`config.mk`:
```
export PLATFORM = sky130hd
export DESIGN_NAME = sim_run_controller
export DESIGN_NICKNAME = d
export VERILOG_FILES = /design/src/rtl/sim_pkg.sv /design/src/rtl/sim_cycle_counter.sv /design/src/rtl/sim_run_controller.sv
export SDC_FILE = /design/constraint.sdc
export NUM_CORES = 1
export LEC_CHECK = 0
export CORE_AREA = 2 2 148 150
export DETAILED_ROUTE_END_ITERATION = 10
export DIE_AREA = 0 0 150 152
export GPL_TIMING_DRIVEN = 0
export PLACE_DENSITY_LB_ADDON = 0.1
export SLEW_MARGIN = 0
export SYNTH_ARGS = -nofsm -noshare
export SYNTH_HDL_FRONTEND = slang
export SYNTH_SLANG_ARGS = --single-unit
export TNS_END_PERCENT = 20
```
`constraint.sdc`:
```
create_clock -name clk -period 5.37 [get_ports clk]
set_input_delay 0.537 -clock clk [delete_from_list [all_inputs] [get_ports clk]]
set_output_delay 0.537 -clock clk [all_outputs]
set_load 0.01 [all_outputs]
```
`src/rtl/sim_pkg.sv`:
```
// Shared state encoding and helpers for the simulator run controller.
package sim_pkg;

    typedef enum logic [2:0] {
        SIM_INVALID     = 3'd0,
        SIM_INITIALIZED = 3'd1,
        SIM_WARMUP      = 3'd2,
        SIM_RUNNING     = 3'd3,
        SIM_PAUSED      = 3'd4,
        SIM_COMPLETED   = 3'd5
    } sim_state_e;

    function automatic logic is_tick_state(input sim_state_e s);
        return (s == SIM_WARMUP) || (s == SIM_RUNNING);
    endfunction

endpackage

```
`src/rtl/sim_cycle_counter.sv`:
```
// Cycle counter with synchronous clear (priority) and count enable.
module sim_cycle_counter #(
    parameter int WIDTH = 32
) (
    input  logic             i_clk,
    input  logic             i_rst_n,
    input  logic             i_clr,
    input  logic             i_en,
    output logic [WIDTH-1:0] o_count
);

    logic [WIDTH-1:0] r_count;

    always_ff @(posedge i_clk or negedge i_rst_n) begin
        if (!i_rst_n)
            r_count <= '0;
        else if (i_clr)
            r_count <= '0;
        else if (i_en)
            r_count <= r_count + WIDTH'(1);
    end

    assign o_count = r_count;

endmodule

```
`src/rtl/sim_run_controller.sv`:
```
// Run-lifecycle FSM for the cycle-level simulator: sequences warmup/measure phases,
// emits the per-cycle tick and tracks total/measured cycles against latched limits.
module sim_run_controller
    import sim_pkg::*;
#(
    parameter int CYCLE_WIDTH = 32
) (
    input  logic                   clk,
    input  logic                   reset_n,
    input  logic                   start,
    input  logic                   pause,
    input  logic                   resume,
    input  logic                   abort,
    input  logic                   clear,
    input  logic [CYCLE_WIDTH-1:0] cfg_max_cycle,
    input  logic [CYCLE_WIDTH-1:0] cfg_warmup_cycles,
    output sim_state_e             state,
    output logic                   sim_tick,
    output logic [CYCLE_WIDTH-1:0] current_cycle,
    output logic [CYCLE_WIDTH-1:0] measured_cycle,
    output logic                   done,
    output logic                   aborted
);

    sim_state_e             r_state;
    sim_state_e             w_nxt;
    logic [CYCLE_WIDTH-1:0] r_max;
    logic [CYCLE_WIDTH-1:0] r_warm;
    logic                   r_tick;
    logic                   r_done;
    logic                   r_aborted;
    logic                   r_phase_run;
    logic [CYCLE_WIDTH-1:0] w_cur;
    logic [CYCLE_WIDTH-1:0] w_meas;
    logic [CYCLE_WIDTH-1:0] w_cur_inc;
    logic                   w_in_tick;
    logic                   w_cnt_clr;

    assign w_in_tick = is_tick_state(r_state);
    // cur never reaches max while ticking, so cur+1 cannot wrap even for max = all-ones
    assign w_cur_inc = w_cur + CYCLE_WIDTH'(1);
    assign w_cnt_clr = (r_state == SIM_COMPLETED) && clear;

    always_comb begin
        w_nxt = r_state;
        case (r_state)
            SIM_INVALID:     w_nxt = SIM_INITIALIZED;
            SIM_INITIALIZED: begin
                if (start) begin
                    if (cfg_max_cycle == '0)
                        w_nxt = SIM_COMPLETED;
                    else if (cfg_warmup_cycles != '0)
                        w_nxt = SIM_WARMUP;
                    else
                        w_nxt = SIM_RUNNING;
                end
            end
            SIM_WARMUP, SIM_RUNNING: begin
                if (abort)
                    w_nxt = SIM_COMPLETED;
                else if (w_cur_inc == r_max)
                    w_nxt = SIM_COMPLETED;
                else if (pause)
                    w_nxt = SIM_PAUSED;
                else if (r_state == SIM_WARMUP && w_cur_inc == r_warm)
                    w_nxt = SIM_RUNNING;
            end
            SIM_PAUSED: begin
                if (abort)
                    w_nxt = SIM_COMPLETED;
                else if (resume)
                    w_nxt = r_phase_run ? SIM_RUNNING : SIM_WARMUP;
            end
            SIM_COMPLETED: begin
                if (clear)
                    w_nxt = SIM_INITIALIZED;
            end
            default:         w_nxt = SIM_INVALID;
        endcase
    end

    always_ff @(posedge clk or negedge reset_n) begin
        if (!reset_n) begin
            r_state     <= SIM_INVALID;
            r_max       <= '0;
            r_warm      <= '0;
            r_tick      <= 1'b0;
            r_done      <= 1'b0;
            r_aborted   <= 1'b0;
            r_phase_run <= 1'b0;
        end else begin
            r_state <= w_nxt;
            r_tick  <= is_tick_state(w_nxt);
            r_done  <= (w_nxt == SIM_COMPLETED) && (r_state != SIM_COMPLETED);
            if (r_state == SIM_INITIALIZED && start) begin
                r_max  <= cfg_max_cycle;
                r_warm <= cfg_warmup_cycles;
            end
            // Pausing on the last warmup tick must resume into RUNNING, not WARMUP
            if (w_in_tick && w_nxt == SIM_PAUSED)
                r_phase_run <= (r_state == SIM_RUNNING) || (w_cur_inc == r_warm);
            if ((w_in_tick || r_state == SIM_PAUSED) && abort)
                r_aborted <= 1'b1;
            if (w_cnt_clr) begin
                r_aborted <= 1'b0;
                r_max     <= '0;
                r_warm    <= '0;
            end
        end
    end

    sim_cycle_counter #(.WIDTH(CYCLE_WIDTH)) u_cur_cnt (
        .i_clk   (clk),
        .i_rst_n (reset_n),
        .i_clr   (w_cnt_clr),
        .i_en    (w_in_tick),
        .o_count (w_cur)
    );

    sim_cycle_counter #(.WIDTH(CYCLE_WIDTH)) u_meas_cnt (
        .i_clk   (clk),
        .i_rst_n (reset_n),
        .i_clr   (w_cnt_clr),
        .i_en    (r_state == SIM_RUNNING),
        .o_count (w_meas)
    );

    assign state          = r_state;
    assign sim_tick       = r_tick;
    assign current_cycle  = w_cur;
    assign measured_cycle = w_meas;
    assign done           = r_done;
    assign aborted        = r_aborted;

endmodule

```
# --- Word level (Yosys, flattened, before mapping) ---
# Index checks and enable logic that the tools add are counted.
word_totals:
  wordCells: 63
  out_inout_bits: 70
  in_bits: 71
  register_bits: 135
classes:
  n_mux: 22
  add_sub_neg: 2
  eq_ne: 12
  reduce_logical: 18
op_table:
  columns: ["cell", "count"]
  rows:
  - ["$mux W32", 8]
  - ["$add A32 B1 Y32 const B", 2]
  - ["$eq A32 B32 Y1", 2]
  - ["$logic_not A32 Y1", 1]
  - ["$reduce_bool A32 Y1", 1]
  - ["$mux W3", 9]
  - ["$pmux W3 S5", 1]
  - ["$eq A3 B2 Y1 const B", 4]
  - ["$eq A3 B3 Y1 const B", 4]
  - ["$reduce_bool A2 Y1", 4]
  - ["$logic_and A1 B1 Y1", 6]
  - ["$logic_or A1 B1 Y1", 4]
  - ["$mux W1", 4]
  - ["$eq A3 B1 Y1 const B", 1]
  - ["$logic_not A3 Y1", 1]
  - ["$ne A3 B3 Y1 const B", 1]
  - ["$reduce_or A2 Y1", 1]

# --- Logic depth before layout (Yosys ltp) ---
depth:
  depth_word: 10
  depth_mapped: 12
  mapped_depth_nobuf: 10

# --- Modules after synthesis ---
# From an unflattened synthesis, not the netlist that was laid out.
hier_totals:
  cells_unflattened: 1019
  area_unflattened_um2: 8613.3
by_module_without_submodules:
  columns: ["module", "seq_area_each_um2", "n_inst", "area_each_um2", "cells_each"]
  rows:
  - ["sim_run_controller", 1776.7, 1, 5252.5, 667]
  - ["sim_cycle_counter", 800.8, 2, 1680.4, 176]

# --- Worst setup path before layout ---
# No wires, ideal clock.
synth_path:
  path_kind: "register -> register"
  start: "register u_cur_cnt.r_count[1], in the netlist u_cur_cnt.o_count[1]"
  end: "register r_done, in the netlist done"
  n_path_buf: 2
  period_less_slack_ns: 3.143
  setup_time_ns: 0.067
  setup_slack_ns: 2.227
  required_ns: 5.303
  arrival_time_ns: 3.077
  path_stages_with_launch: 13
  path_cell_list: "dfrtp_1 -> ha_1 -> and2_1 -> buf_2 -> nand4_1 -> or4_1 -> buf_2 -> and3b_1 -> nor4_1 -> o2111ai_1 -> or3_1 -> a32oi_1 -> and3_1"
synth_between:
  elab_chain_len: 10
synth_rtl:
  columns: ["element", "line", "rtl"]
  rows:
  - ["start, declared", "sim_cycle_counter.sv:12", "logic [WIDTH-1:0] r_count;"]
  - ["start signal, assigned", "sim_cycle_counter.sv:20", "r_count <= r_count + WIDTH'(1);"]
  - ["$add A32 B1 Y32 *", "sim_run_controller.sv:41", "assign w_cur_inc = w_cur + CYCLE_WIDTH'(1);"]
  - ["$eq A32 B32 Y1", "sim_run_controller.sv:65", "else if (r_state == SIM_WARMUP && w_cur_inc == r_warm)"]
  - ["$logic_and A1 B1 Y1", "sim_run_controller.sv:65", null]
  - ["$mux W3", "sim_run_controller.sv:65", null]
  - ["$mux W3", "sim_run_controller.sv:63", "else if (pause)"]
  - ["$mux W3 *", "sim_run_controller.sv:61", "else if (w_cur_inc == r_max)"]
  - ["$mux W3 *", "sim_run_controller.sv:59", "if (abort)"]
  - ["$pmux W3 S5 *", "sim_run_controller.sv:46", "case (r_state)"]
  - ["named net w_nxt[0]", "sim_run_controller.sv:26", "sim_state_e w_nxt;"]
  - ["$eq A3 B3 Y1 *", "sim_run_controller.sv:94", "r_done <= (w_nxt == SIM_COMPLETED) && (r_state != SIM_COMPLETED);"]
  - ["$logic_and A1 B1 Y1 *", "sim_run_controller.sv:94", null]
  - ["end signal, assigned", "sim_run_controller.sv:94", null]
  - ["end, declared", "sim_run_controller.sv:30", "logic r_done;"]
# Mark *: on every way through the listed nets, which the timed path passes. The rest lies on a longest branch.
# A chain may end at the register's enable or synchronous reset.

# --- Worst setup path after layout ---
layout_path:
  start: "register u_cur_cnt.r_count[7], in the netlist u_cur_cnt.o_count[7]"
  end: "register r_done, in the netlist done"
# The elaborated chain is that of the path after synthesis.

==> flow_summary.toml <==
[run_status]
outcome = "finished with violations"
violations = "hold timing"

[synthesis]
ys_seq_area_frac = 0.406
synthTopCellsByCount = "nand2_1, dfrtp_1, nor2_1, a21oi_1, nand3_1"
synth_top_area_share = 0.406
synthFlopType = "dfrtp_1"
netlist_top_cells_area = "dfrtp_1, nand2_1, xnor2_1, xor2_1, a21oi_1"
synthDistinctLibCells = 66
syn-cell-area_sq_um = 8330
synth_edf_count = 0
async_flop_share = 1.00
synth_cells = 1005
post-synth-top-count-cell = "nand2_1"
syn_nets = 1078
syn-mean-instance-area_sq_um = 8.29
yosys_warnings = 0
synth-seq-cells = 135
synth_top_area_cell = "dfrtp_1"

[global_routing]
antenna_found_initial = 0
grt_pass1_wl_microns = 45800
grt_max_degree = 96
grt_pass1_vias = 7803
grt_usage = 0.264
grt_overflow = 0

[place]
dp_cells = 1426
place_congestion = 0.947
io_buffers = 140
dp_hpwl_microns = 22600
dpl-instance-area_sq_um = 10100

[timing]
hold_viol_final = 5
period_share = 0.764
fin_crit_ns = 4.10
tns_ns = 0
max_clock_freq_ghz = 0.244
hold-worst-slack_ns = -0.000907
drv_slew = 0
worstMarginPinSlew_ns = 1.39
relSlewSlack = 0.0664
setup_viol = 0
fin_skew_ns = 0.0117
rsz0062_at_grt = "false"

[clock_network]
clk_latency_ns = 0.44
cts-hold-fix-buffers = 0
cts_tree = "done"
cts.sinks = 135
post_cts_buffers = 0
cts_inserted_buffers = 17
htree_num_levels = 4
ctsResizeCount = 0
cts_root_buffer = "clkbuf_16"
cts_max_path_buffers = 2
clkTransAtPathRegs_ns = 0.07

[job]
drv_cap = 0

[routing]
first_iter_violations = 735
ant_nets = 0
vias = 8224
drcViolationCount = 0
wl_microns = 29500
post_drt_wl_per_cell_microns = 20.2
vias_per_cell = 5.64
dr.pass1.iters = 5

[worst_setup_path]
reg2reg_slack_ns = 1.27
worstReg2RegEnd = "done"
worstPathRequired_ns = 5.75
max_stage_delay_ns = 0.88
crit_family = "simple AND/OR/NAND/NOR gates"
cp_max_fo = 10
critical-path-slowest-cell = "nor3_1"
cp-start-kind = "register"
rr_startpoint = "u_cur_cnt.o_count[7]"
cp_cell_sequence = "clkbuf_1, nand4_1, nor3_1, and3_1, o32ai_1, a2111oi_0, o2111ai_1, or3_1, a32oi_1, and3_1"
r2r_cells = 10
path_buf_inv = 1
endpoint_kind = "register"
cp_common_cell = "and3_1"
worstPathArrival_ns = 4.48
crit_type = "reg2reg"

[floorplan]
boundaryPins = 141
die-width_microns = 150
dieArea_sq_um = 22800
rows = 54
floorplan.initialDensity = 0.390
die_y_microns = 152
core_sq_um = 21400

[finish]
n_antenna_cell = 0
nets = 1238
fin_cells = 1458
fillers = 2129
drive_gt1_frac = 0.0526
finalInstanceArea_sq_um = 10700
syn_to_final_growth_pct = 28.4

[power_and_ir_drop]
leakage_uw = 0.00426
powerDensity_nw_per_um2 = 471
peakVddDrop_uv = 253
total_power_uw = 5040

[worst_hold_path]
hp-class = "in2async"
[metal layers]
layer  vias up  track usage  wire, microns
met4         0       0.0854            751
met2       364        0.407          13400
met1      3903        0.369          12800
met5         -            0              0
met3        54       0.0592           2540
li1       3903            -              -
[where the power goes]
group | total (uW) | switching (uW) | internal, uW
clock | 1200 | 497 | 701
sequential | 1810 | 431 | 1380
combinational | 2030 | 1090 | 937
[worst max-delay path by stage]
| stage | depth (start not counted) | slack, ns | startpoint | endpoint |
|---|---|---|---|---|
| after CTS | 10 | 1.38 | u_cur_cnt.o_count[7] | done |
| after global placement | 1 | -1.76 | reset_n | r_phase_run |
| after floorplan | 12 | 2.23 | u_cur_cnt.o_count[1] | done |
| final | 10 | 1.27 | u_cur_cnt.o_count[7] | done |
| after global routing | 10 | 1.10 | u_cur_cnt.o_count[7] | done |
| after detailed placement | 10 | 1.41 | u_cur_cnt.o_count[7] | done |
[layout make-up]
| cell class | count | area (sq um) | area share |
|---|---|---|---|
| clock inverters | 13 | 144 | 0.0135 |
| clock buffers | 19 | 443 | 0.0414 |
| inverters | 19 | 71.3 | 0.00667 |
| flip-flops and latches | 135 | 3380 | 0.316 |
| plain buffers | 68 | 278 | 0.0260 |
| well taps | 280 | 350 | 0.0327 |
| repair buffers | 141 | 1430 | 0.134 |
| multi-input cells | 783 | 4600 | 0.430 |
[placed cells by master (no fill, tap or decap), types with 5 or more instances in the layout]
cell,Yosys,routed
clkbuf_1,53,54
o31ai_1,21,21
a31oi_1,5,5
and4_1,8,8
clkbuf_16,0,17
xnor2_1,53,53
nor2b_1,8,8
nand2_1,188,188
inv_1,19,19
nand3b_1,5,5
nor2_1,79,79
o21ai_0,49,49
nor4_1,33,33
o2111ai_1,7,7
clkdlybuf4s50_1,0,139
a21oi_1,61,61
dfrtp_1,135,135
nand3_1,58,58
nor3_1,18,18
xor2_1,38,38
and3_1,11,11
nand2b_1,10,10
or3_1,13,13
mux2i_1,6,6
a2111oi_0,6,6
nand4_1,32,32
buf_2,9,9
[registers in the layout, indices dropped and copies added (netlist names)]
| name | cells |
|---|---|
| r_phase_run | 1 |
| done | 1 |
| aborted | 1 |
| u_cur_cnt.o_count | 32 |
| state | 3 |
| r_max | 32 |
| u_meas_cnt.o_count | 32 |
| sim_tick | 1 |
| r_warm | 32 |
[through the flow]
| step | worst slack (ns) | util | hold slack, ns |
|---|---|---|---|
| after floorplan | 2.23 | - | 0.241 |
| after global placement | -1.76 | 0.472 | 0.495 |
| after detailed placement | 1.41 | 0.474 | 0.473 |
| after CTS | 1.38 | 0.501 | 0.0146 |
| after global routing | 1.10 | 0.501 | 0.0329 |
| final | 1.27 | 0.501 | -0.000907 |
[cell families after synthesis]
| family | Yosys count | synth area share |
|---|---|---|
| AOI/OAI and AO/OA | 188 | 0.142 |
| buffers and inverters | 87 | 0.0419 |
| muxes | 8 | 0.00991 |
| and+or+nand+nor | 489 | 0.287 |
| adders and majority gates | 2 | 0.00300 |
| xor gates and xnor gates | 96 | 0.110 |
| DFF | 135 | 0.406 |
Note: power is estimated with default switching activity, not from simulation.
